==> config.mk <==
export PLATFORM = sky130hd
export DESIGN_NAME = dla_platform_csr_axi_initiator
export DESIGN_NICKNAME = d
export VERILOG_FILES = /design/src/rtl/dla_platform_csr_axi_initiator.sv
export SDC_FILE = /design/constraint.sdc
export NUM_CORES = 1
export LEC_CHECK = 0
export CAP_MARGIN = 20
export CORE_MARGIN = 2
export CORE_UTILIZATION = 40
export CTS_BUF_LIST = sky130_fd_sc_hd__clkbuf_16
export CTS_CLUSTER_DIAMETER = 40
export DETAILED_ROUTE_END_ITERATION = 10
export PLACE_DENSITY = 0.79
export SETUP_SLACK_MARGIN = 0.05
export SYNTH_ARGS = -nofsm -noshare
export SYNTH_HDL_FRONTEND = slang
export SYNTH_SLANG_ARGS = --single-unit
==> constraint.sdc <==
create_clock -name clk -period 4.2 [get_ports clk]
set_clock_uncertainty 0.05 [all_clocks]
set_input_delay 0.84 -clock clk [delete_from_list [all_inputs] [get_ports clk]]
set_output_delay 0.84 -clock clk [all_outputs]
set_load 0.02 [all_outputs]
==> src/rtl/dla_platform_csr_axi_initiator.sv <==
// AXI4-Lite CSR initiator: one command in, one AXI read/write out,
// one response back, with a timeout that never breaks the AXI handshake.
module dla_reset_handler_simple #(
    parameter int USE_SYNCHRONIZER = 1,
    parameter int PIPE_DEPTH       = 3
) (
    input  logic clk,
    input  logic i_resetn,
    output logic o_sclrn
);
    generate
        if (USE_SYNCHRONIZER != 0) begin : g_sync
            logic [PIPE_DEPTH-1:0] sync_q;
            always_ff @(posedge clk or negedge i_resetn) begin
                if (!i_resetn) sync_q <= '0;
                else           sync_q <= {sync_q[PIPE_DEPTH-2:0], 1'b1};
            end
            assign o_sclrn = sync_q[PIPE_DEPTH-1];
        end else begin : g_bypass
            assign o_sclrn = i_resetn;
        end
    endgenerate
endmodule

module dla_platform_csr_axi_initiator #(
    parameter int CSR_ADDR_WIDTH = 11,
    parameter int CSR_DATA_WIDTH = 32,
    parameter int TIMEOUT_CYCLES = 1024
) (
    input  logic                        clk,
    input  logic                        i_resetn_async,
    input  logic                        i_cmd_valid,
    output logic                        o_cmd_ready,
    input  logic                        i_cmd_write,
    input  logic [CSR_ADDR_WIDTH-1:0]   i_cmd_addr,
    input  logic [CSR_DATA_WIDTH-1:0]   i_cmd_wdata,
    output logic                        o_rsp_valid,
    input  logic                        i_rsp_ready,
    output logic [CSR_DATA_WIDTH-1:0]   o_rsp_rdata,
    output logic                        o_rsp_error,
    output logic                        o_rsp_timeout,
    output logic                        o_awvalid,
    input  logic                        i_awready,
    output logic [CSR_ADDR_WIDTH-1:0]   o_awaddr,
    output logic                        o_wvalid,
    input  logic                        i_wready,
    output logic [CSR_DATA_WIDTH-1:0]   o_wdata,
    output logic [CSR_DATA_WIDTH/8-1:0] o_wstrb,
    input  logic                        i_bvalid,
    output logic                        o_bready,
    input  logic [1:0]                  i_bresp,
    output logic                        o_arvalid,
    input  logic                        i_arready,
    output logic [CSR_ADDR_WIDTH-1:0]   o_araddr,
    input  logic                        i_rvalid,
    output logic                        o_rready,
    input  logic [CSR_DATA_WIDTH-1:0]   i_rdata,
    input  logic [1:0]                  i_rresp
);
    localparam int TW = (TIMEOUT_CYCLES > 0) ? $clog2(TIMEOUT_CYCLES + 1) : 1;
    localparam logic [TW:0] TO_VAL = (TW+1)'(TIMEOUT_CYCLES);
    localparam bit TO_EN = (TIMEOUT_CYCLES != 0);

    typedef enum logic [2:0] {IDLE, WR, WB, RA, RR, DONE} state_t;

    logic sclrn;

    dla_reset_handler_simple #(
        .USE_SYNCHRONIZER (1)
    ) u_rst (
        .clk      (clk),
        .i_resetn (i_resetn_async),
        .o_sclrn  (sclrn)
    );

    state_t                    state_q, state_d;
    logic [CSR_ADDR_WIDTH-1:0] addr_q, addr_d;
    logic [CSR_DATA_WIDTH-1:0] wdata_q, wdata_d;
    logic                      cmd_ready_q, cmd_ready_d;
    logic                      awvalid_q, awvalid_d;
    logic                      wvalid_q, wvalid_d;
    logic                      bready_q, bready_d;
    logic                      arvalid_q, arvalid_d;
    logic                      rready_q, rready_d;
    logic                      rsp_valid_q, rsp_valid_d;
    logic [CSR_DATA_WIDTH-1:0] rsp_rdata_q, rsp_rdata_d;
    logic                      rsp_error_q, rsp_error_d;
    logic                      rsp_timeout_q, rsp_timeout_d;
    logic [TW-1:0]             timer_q, timer_d;
    logic                      timed_out_q, timed_out_d;

    logic          b_hs, r_hs, rsp_hs, busy, timeout_hit;
    logic [TW:0]   timer_inc;
    logic          unused_resp;

    assign unused_resp = &{1'b0, i_bresp[0], i_rresp[0]};

    always_comb begin
        state_d       = state_q;
        addr_d        = addr_q;
        wdata_d       = wdata_q;
        cmd_ready_d   = cmd_ready_q;
        awvalid_d     = awvalid_q & ~i_awready;
        wvalid_d      = wvalid_q & ~i_wready;
        arvalid_d     = arvalid_q & ~i_arready;
        bready_d      = bready_q;
        rready_d      = rready_q;
        rsp_valid_d   = rsp_valid_q;
        rsp_rdata_d   = rsp_rdata_q;
        rsp_error_d   = rsp_error_q;
        rsp_timeout_d = rsp_timeout_q;
        timer_d       = timer_q;
        timed_out_d   = timed_out_q;

        b_hs      = bready_q & i_bvalid;
        r_hs      = rready_q & i_rvalid;
        rsp_hs    = rsp_valid_q & i_rsp_ready;
        busy      = (state_q == WR) || (state_q == WB) ||
                    (state_q == RA) || (state_q == RR);
        timer_inc = {1'b0, timer_q} + {{TW{1'b0}}, 1'b1};

        if (busy && !timed_out_q) timer_d = timer_inc[TW-1:0];

        if (rsp_hs) begin
            rsp_valid_d   = 1'b0;
            rsp_rdata_d   = '0;
            rsp_error_d   = 1'b0;
            rsp_timeout_d = 1'b0;
        end

        // A completing B/R handshake in the expiry cycle takes priority.
        timeout_hit = TO_EN && busy && !timed_out_q &&
                      (timer_inc == TO_VAL) && !b_hs && !r_hs;
        if (timeout_hit) begin
            rsp_valid_d   = 1'b1;
            rsp_rdata_d   = '0;
            rsp_error_d   = 1'b0;
            rsp_timeout_d = 1'b1;
            timed_out_d   = 1'b1;
        end

        unique case (state_q)
            IDLE: begin
                if (i_cmd_valid && cmd_ready_q) begin
                    cmd_ready_d = 1'b0;
                    addr_d      = i_cmd_addr;
                    wdata_d     = i_cmd_wdata;
                    timer_d     = '0;
                    timed_out_d = 1'b0;
                    if (i_cmd_write) begin
                        state_d   = WR;
                        awvalid_d = 1'b1;
                        wvalid_d  = 1'b1;
                    end else begin
                        state_d   = RA;
                        arvalid_d = 1'b1;
                    end
                end
            end
            WR: begin
                if (!awvalid_d && !wvalid_d) begin
                    state_d  = WB;
                    bready_d = 1'b1;
                end
            end
            WB: begin
                if (b_hs) begin
                    bready_d = 1'b0;
                    if (!timed_out_q) begin
                        state_d       = DONE;
                        rsp_valid_d   = 1'b1;
                        rsp_rdata_d   = '0;
                        rsp_error_d   = i_bresp[1];
                        rsp_timeout_d = 1'b0;
                    end else if (rsp_valid_q && !i_rsp_ready) begin
                        state_d = DONE;
                    end else begin
                        state_d     = IDLE;
                        cmd_ready_d = 1'b1;
                    end
                end
            end
            RA: begin
                if (!arvalid_d) begin
                    state_d  = RR;
                    rready_d = 1'b1;
                end
            end
            RR: begin
                if (r_hs) begin
                    rready_d = 1'b0;
                    if (!timed_out_q) begin
                        state_d       = DONE;
                        rsp_valid_d   = 1'b1;
                        rsp_rdata_d   = i_rdata;
                        rsp_error_d   = i_rresp[1];
                        rsp_timeout_d = 1'b0;
                    end else if (rsp_valid_q && !i_rsp_ready) begin
                        state_d = DONE;
                    end else begin
                        state_d     = IDLE;
                        cmd_ready_d = 1'b1;
                    end
                end
            end
            DONE: begin
                if (rsp_hs) begin
                    state_d     = IDLE;
                    cmd_ready_d = 1'b1;
                end
            end
            default: state_d = IDLE;
        endcase

        // The ready register rises one cycle after reset lifts.
        if (state_q == IDLE && !cmd_ready_q && !rsp_valid_q)
            cmd_ready_d = 1'b1;
    end

    always_ff @(posedge clk or negedge sclrn) begin
        if (!sclrn) begin
            state_q       <= IDLE;
            addr_q        <= '0;
            wdata_q       <= '0;
            cmd_ready_q   <= 1'b0;
            awvalid_q     <= 1'b0;
            wvalid_q      <= 1'b0;
            bready_q      <= 1'b0;
            arvalid_q     <= 1'b0;
            rready_q      <= 1'b0;
            rsp_valid_q   <= 1'b0;
            rsp_rdata_q   <= '0;
            rsp_error_q   <= 1'b0;
            rsp_timeout_q <= 1'b0;
            timer_q       <= '0;
            timed_out_q   <= 1'b0;
        end else begin
            state_q       <= state_d;
            addr_q        <= addr_d;
            wdata_q       <= wdata_d;
            cmd_ready_q   <= cmd_ready_d;
            awvalid_q     <= awvalid_d;
            wvalid_q      <= wvalid_d;
            bready_q      <= bready_d;
            arvalid_q     <= arvalid_d;
            rready_q      <= rready_d;
            rsp_valid_q   <= rsp_valid_d;
            rsp_rdata_q   <= rsp_rdata_d;
            rsp_error_q   <= rsp_error_d;
            rsp_timeout_q <= rsp_timeout_d;
            timer_q       <= timer_d;
            timed_out_q   <= timed_out_d;
        end
    end

    assign o_cmd_ready   = cmd_ready_q;
    assign o_rsp_valid   = rsp_valid_q;
    assign o_rsp_rdata   = rsp_rdata_q;
    assign o_rsp_error   = rsp_error_q;
    assign o_rsp_timeout = rsp_timeout_q;
    assign o_awvalid     = awvalid_q;
    assign o_awaddr      = addr_q;
    assign o_wvalid      = wvalid_q;
    assign o_wdata       = wdata_q;
    assign o_wstrb       = '1;
    assign o_bready      = bready_q;
    assign o_arvalid     = arvalid_q;
    assign o_araddr      = addr_q;
    assign o_rready      = rready_q;
endmodule
== Word-level counts from Yosys, hierarchy flattened ==
Cells that the tools add are included.
Cells by class
  $add $sub $neg: 1
  equal/unequal tests: 16
  mux-type cells: 65
  bitwise logic cells: 9
  reductions and logical operators: 29
Operators with widths (count)
  $mux W32: 6
  $pmux W32 S2: 1
  $mux W1: 39
  $mux W11: 3
  $mux W3: 8
  $pmux W3 S6: 1
  $add A11 B1 Y12 const B: 1
  $eq A12 B11 Y1 const B: 1
  $ne A2 B2 Y1 const B: 5
  $pmux W1 S2: 5
  $logic_and A1 B1 Y1: 9
  $ne A3 B2 Y1 const B: 3
  $logic_not A1 Y1: 8
  $and A1 B1 Y1: 6
  $eq A3 B2 Y1 const B: 2
  $eq A3 B3 Y1 const B: 2
  $reduce_and A3 Y1: 2
  $reduce_and A6 Y1: 1
  $reduce_and A5 Y1: 1
  $reduce_bool A5 Y1: 1
  $pmux W1 S4: 1
  $reduce_bool A2 Y1: 2
  $eq A3 B1 Y1 const B: 1
  $logic_not A3 Y1: 1
  6 further kinds: 10
Word-level totals
  register bits after elaboration: 102
  output and inout port bits: 99
  logic and storage cells: 136

== Logic depth before layout (Yosys ltp) ==
  word-level depth: 12
  gate-level depth with buffers: 8
  depth with buffers taken out: 6

== Modules after synthesis ==
Synthesis repeated with hierarchy kept, for this count alone.
Second synthesis, totals
  cell total of the unflattened synthesis: 541
  area, all modules: 4744.6 um^2
Modules (own cells, without submodules)
  dla_platform_csr_axi_initiator: instances 1, cells each 537, area an instance 4665.7 um^2
  dla_reset_handler_simple: instances 1, cells each 4, area an instance 78.8 um^2

== Worst setup path before layout ==
OpenSTA, ideal clock, no wires.
  path kind: input to register
  start: input port i_rvalid
  end: register rsp_rdata_q[11], in the netlist o_rsp_rdata[11]
  arrival: 2.019 ns
  data required time: 4.055 ns
  setup slack: 2.035 ns
  cell stages on the path: 7
  path buffers: 3
  cell sequence: and3b_1 -> clkbuf_1 -> a22oi_1 -> buf_2 -> nand2_1 -> buf_2 -> o31ai_1
On the way
  cells in the longest elaborated chain, start to end: 7
RTL lines
  start: declaration: RTL line 55  | input logic i_rvalid,
  $and A1 B1 Y1 *: RTL line 116  | r_hs = rready_q & i_rvalid;
  $logic_not A1 Y1: RTL line 133  | (timer_inc == TO_VAL) && !b_hs && !r_hs;
  $logic_and A1 B1 Y1: RTL line 133
  $mux W32: RTL line 134  | if (timeout_hit) begin
  $mux W32 (on tied branches): RTL line 192, 169
  $mux W32 (on tied branches): RTL line 190, 167
  $pmux W32 S2 *: RTL line 142  | unique case (state_q)
  via rsp_rdata_d[11]: RTL line 86  | logic [CSR_DATA_WIDTH-1:0] rsp_rdata_q, rsp_rdata_d;
  end signal: assignment: RTL line 248  | rsp_rdata_q <= rsp_rdata_d;
  end: declaration: RTL line 86
The timed path passes the listed nets; every way through them passes the cells marked *.
A chain may end at the register's enable or synchronous reset.

== Worst setup path in the final report ==
  start: register state_q[2]
  end: register rsp_rdata_q[30], in the netlist o_rsp_rdata[30]
On the way
  cells in the longest elaborated chain, start to end: 12
RTL lines
  start: declaration: RTL line 76  | state_t state_q, state_d;
  start signal: assignment: RTL line 238  | state_q <= state_d;
  $eq A3 B1 Y1 or $eq A3 B2 Y1 (tied branches): RTL line 118, 142
  $logic_or A1 B1 Y1 (2 in a row): RTL line 118  | busy = (state_q == WR) || (state_q == WB) ||
  $logic_or A1 B1 Y1: RTL line 119  | (state_q == RA) || (state_q == RR);
  $logic_and A1 B1 Y1 (2 in a row): RTL line 132  | timeout_hit = TO_EN && busy && !timed_out_q &&
  $logic_and A1 B1 Y1 (2 in a row): RTL line 133
  $mux W32: RTL line 134
  $mux W32 (on tied branches): RTL line 192, 169
  $mux W32 (on tied branches): RTL line 190, 167
  $pmux W32 S2 *: RTL line 142
  via rsp_rdata_d[30]: RTL line 86
Marks and branches as above.

==> summary.txt <==
status -> finished, final reports clean
VDD IR max -> 439 uV
RSZ-0062 raised after global routing -> false
CTS buffer count -> 9
Max clock buf depth -> 2
crit path capture -> o_rsp_rdata[30]$_DFF_PN0_
sequential cell area -> 2560 um^2
final period utilization -> 77.0%
die area -> 13200 um^2
FILL cells -> 1011
first-pass GRT wire length -> 20.8 mm
Cell Area, Synth -> 4910 um^2
first-pass iteration count of the detailed router -> 5
chip height -> 115 um
WL final -> 12.8 mm
number of synthesis warnings -> 0
Synth Flop Type -> dfrtp_1
DP HPWL -> 9.16 mm
Slew headroom -> 31.0%
r2r endpoint -> o_rsp_rdata[30]$_DFF_PN0_
asr flop ratio synth -> 100%
leak pwr -> 3.04 nW
antenna violations before repair -> 0
cell-internal power -> 0.00321 W
number of diodes -> 0
Die X -> 115 um
core area -> 12000 um^2
hold violation count in the final report -> 0
Slew Limit Fails -> 0
largest area contributor in the netlist -> dfrtp_1
sequential share of the synthesized area -> 52.0%
CTS tree -> done
fraction of layout cells with a size suffix above 1 -> 12.1%
fmax -> 309 MHz
crit start category -> flip-flop
count leader, synth -> dfrtp_1
via/cell ratio -> 5.27
Netlist cell types -> 53
r2r worst-path depth -> 5
Switching Power -> 0.00204 W
worst-path maximum fanout -> 16
Net Sw Frac -> 38.9%
area added between synthesis and finish -> 43.1%
Starting DRT DRC Count -> 224
CP arrival -> 3.36 ns
Cells after Synth -> 453
PortBufs -> 181
EDFF count, synth -> 0
syn_area_per_cell -> 10.8 um^2
minimum clock period -> 3.23 ns
Slew @ Worst Pin -> 1.03 ns
row cnt -> 40
setup TNS -> 0 ns
Combinational Power Share -> 49.5%
R2R Setup Slk -> 0.97 ns
r2r startpoint -> state_q[2]$_DFFE_PN0P_
post-synth top area share -> 52.0%
GRT Total Usage -> 20.1%
Starting Density -> 40.9%
area occupied by multi-input gates -> 2040 um^2
Nets -> 700
Hold Path Stages -> 0
DRC violations left -> 0
Reg clk slew, reported paths -> 0.07 ns
worst hold path class -> reg2reg
DRT antenna net count -> 0
Tot Pwr -> 0.00525 W
launch point of the worst path -> state_q[2]$_DFFE_PN0P_
io pins -> 188
Via Count -> 4011
Inst Count DP -> 744
post-CTS sizing -> 0
Cell Pwr Density -> 747 nW/um^2
H-tree Lvls -> 3
crit path capture type -> flip-flop
top cells by area, synth -> dfrtp_1, mux2_2, o31ai_1
Synth top cells by count -> dfrtp_1, mux2_2, nor2_1
gpl congestion -> 0.834
average wire per standard cell -> 16.8 um
# setup viols final -> 0
critical path class -> reg2reg
GRT overflow -> 0
Critical Path RT -> 4.32 ns
clk sinks -> 102
vias in the first global route -> 4256
post-route insts no fill -> 761
Post-CTS Setup Inserts -> 0
Clock Latency Late Sink -> 0.35 ns
flops & latches, synth -> 102
CTS Hold Buffers Added -> 0
Reg power frac -> 33.8%
pin count of the biggest net entering global routing -> 58
Root Buffer Master -> clkbuf_16
Max Cap Viol -> 0
Clk pwr share -> 16.7%
==> critical path: stages (launching register included) <==
cell,delay (ns)
dfrtp_1,0.61
or3b_1,0.45
a21oi_2,0.56
nand4_1,0.33
nor3_2,0.90
a21oi_1,0.17
==> layout by cell type, fill, tap and decap left out, types with 15 or more instances in the layout <==
cell type / instances
inv_1: 22
o31ai_1: 19
nand2_1: 26
dfrtp_1: 101
nor2_1: 30
a21o_1: 17
a31oi_1: 15
and3_1: 20
mux2_2: 43
a21oi_1: 23
clkdlybuf4s50_1: 181
==> power groups by stage <==
stage	clock, W	sequential, W	combinational (W)
after floorplan	0	0.00213	0.00117
after global placement	0	0.00175	0.00253
after detailed placement	0	0.00179	0.00260
after CTS	0.000903	0.00178	0.00261
after global routing	0.000946	0.00184	0.00279
final	0.000880	0.00177	0.00260
==> kinds of logic after synthesis <==
kind of cell	share of synthesized area (%)
mux	10.5
buf+inv	6.98
fa+ha+maj	0.713
other cells	0.0763
simple gates	12.8
compound gates	14.5
xor+xnor	2.50
flops	52.0
==> metal layers <==
layer / wire (um) / GRT usage (%) / up-vias
met5: 0 / 0 / -
met4: 318 / 8.27 / 0
met3: 1050 / 7.49 / 23
met2: 6410 / 34.0 / 147
met1: 5030 / 23.0 / 1949
li1: - / - / 1892
==> stage by stage <==
step                util (%)  hold slack (ns)  setup WS, ns  instance area, um^2
global route            58.5            0.312         0.791                 7030
floorplan                  -            0.281          1.13                 4930
CTS                     58.4            0.309          1.02                 7020
global placement        55.8            0.288          1.12                 6710
detailed placement      55.8            0.297          1.01                 6710
finish                  58.5            0.305         0.966                 7030
==> state kept, by name (all words and copies together), names as in the netlist, 3 cells and up <==
signal and flops:
timer_q 11, o_araddr 11, state_q 3, o_wdata 32, o_rsp_rdata 32, u_rst.g_sync.sync_q 3
==> worst min path at each step <==
stage | startpoint | to | slack, ns
CTS | u_rst.g_sync.sync_q[0]$_DFF_PN0_ | u_rst.g_sync.sync_q[1]$_DFF_PN0_ | 0.31
finish | u_rst.g_sync.sync_q[0]$_DFF_PN0_ | u_rst.g_sync.sync_q[1]$_DFF_PN0_ | 0.30
global route | u_rst.g_sync.sync_q[0]$_DFF_PN0_ | u_rst.g_sync.sync_q[1]$_DFF_PN0_ | 0.31
floorplan | u_rst.g_sync.sync_q[0]$_DFF_PN0_ | u_rst.g_sync.sync_q[1]$_DFF_PN0_ | 0.28
global placement | u_rst.g_sync.sync_q[0]$_DFF_PN0_ | u_rst.g_sync.sync_q[1]$_DFF_PN0_ | 0.29
detailed placement | u_rst.g_sync.sync_q[0]$_DFF_PN0_ | u_rst.g_sync.sync_q[1]$_DFF_PN0_ | 0.30
==> cell type report <==
| cell class | instances | area share, % |
|---|---|---|
| clock buffer | 9 | 3.20 |
| clock inverter | 7 | 1.26 |
| inverter | 21 | 1.12 |
| multi-input combinational | 288 | 29.0 |
| sequential | 102 | 36.4 |
| tap | 147 | 2.62 |
| timing repair buffer | 187 | 26.5 |
(Power assumes the default switching activity.)
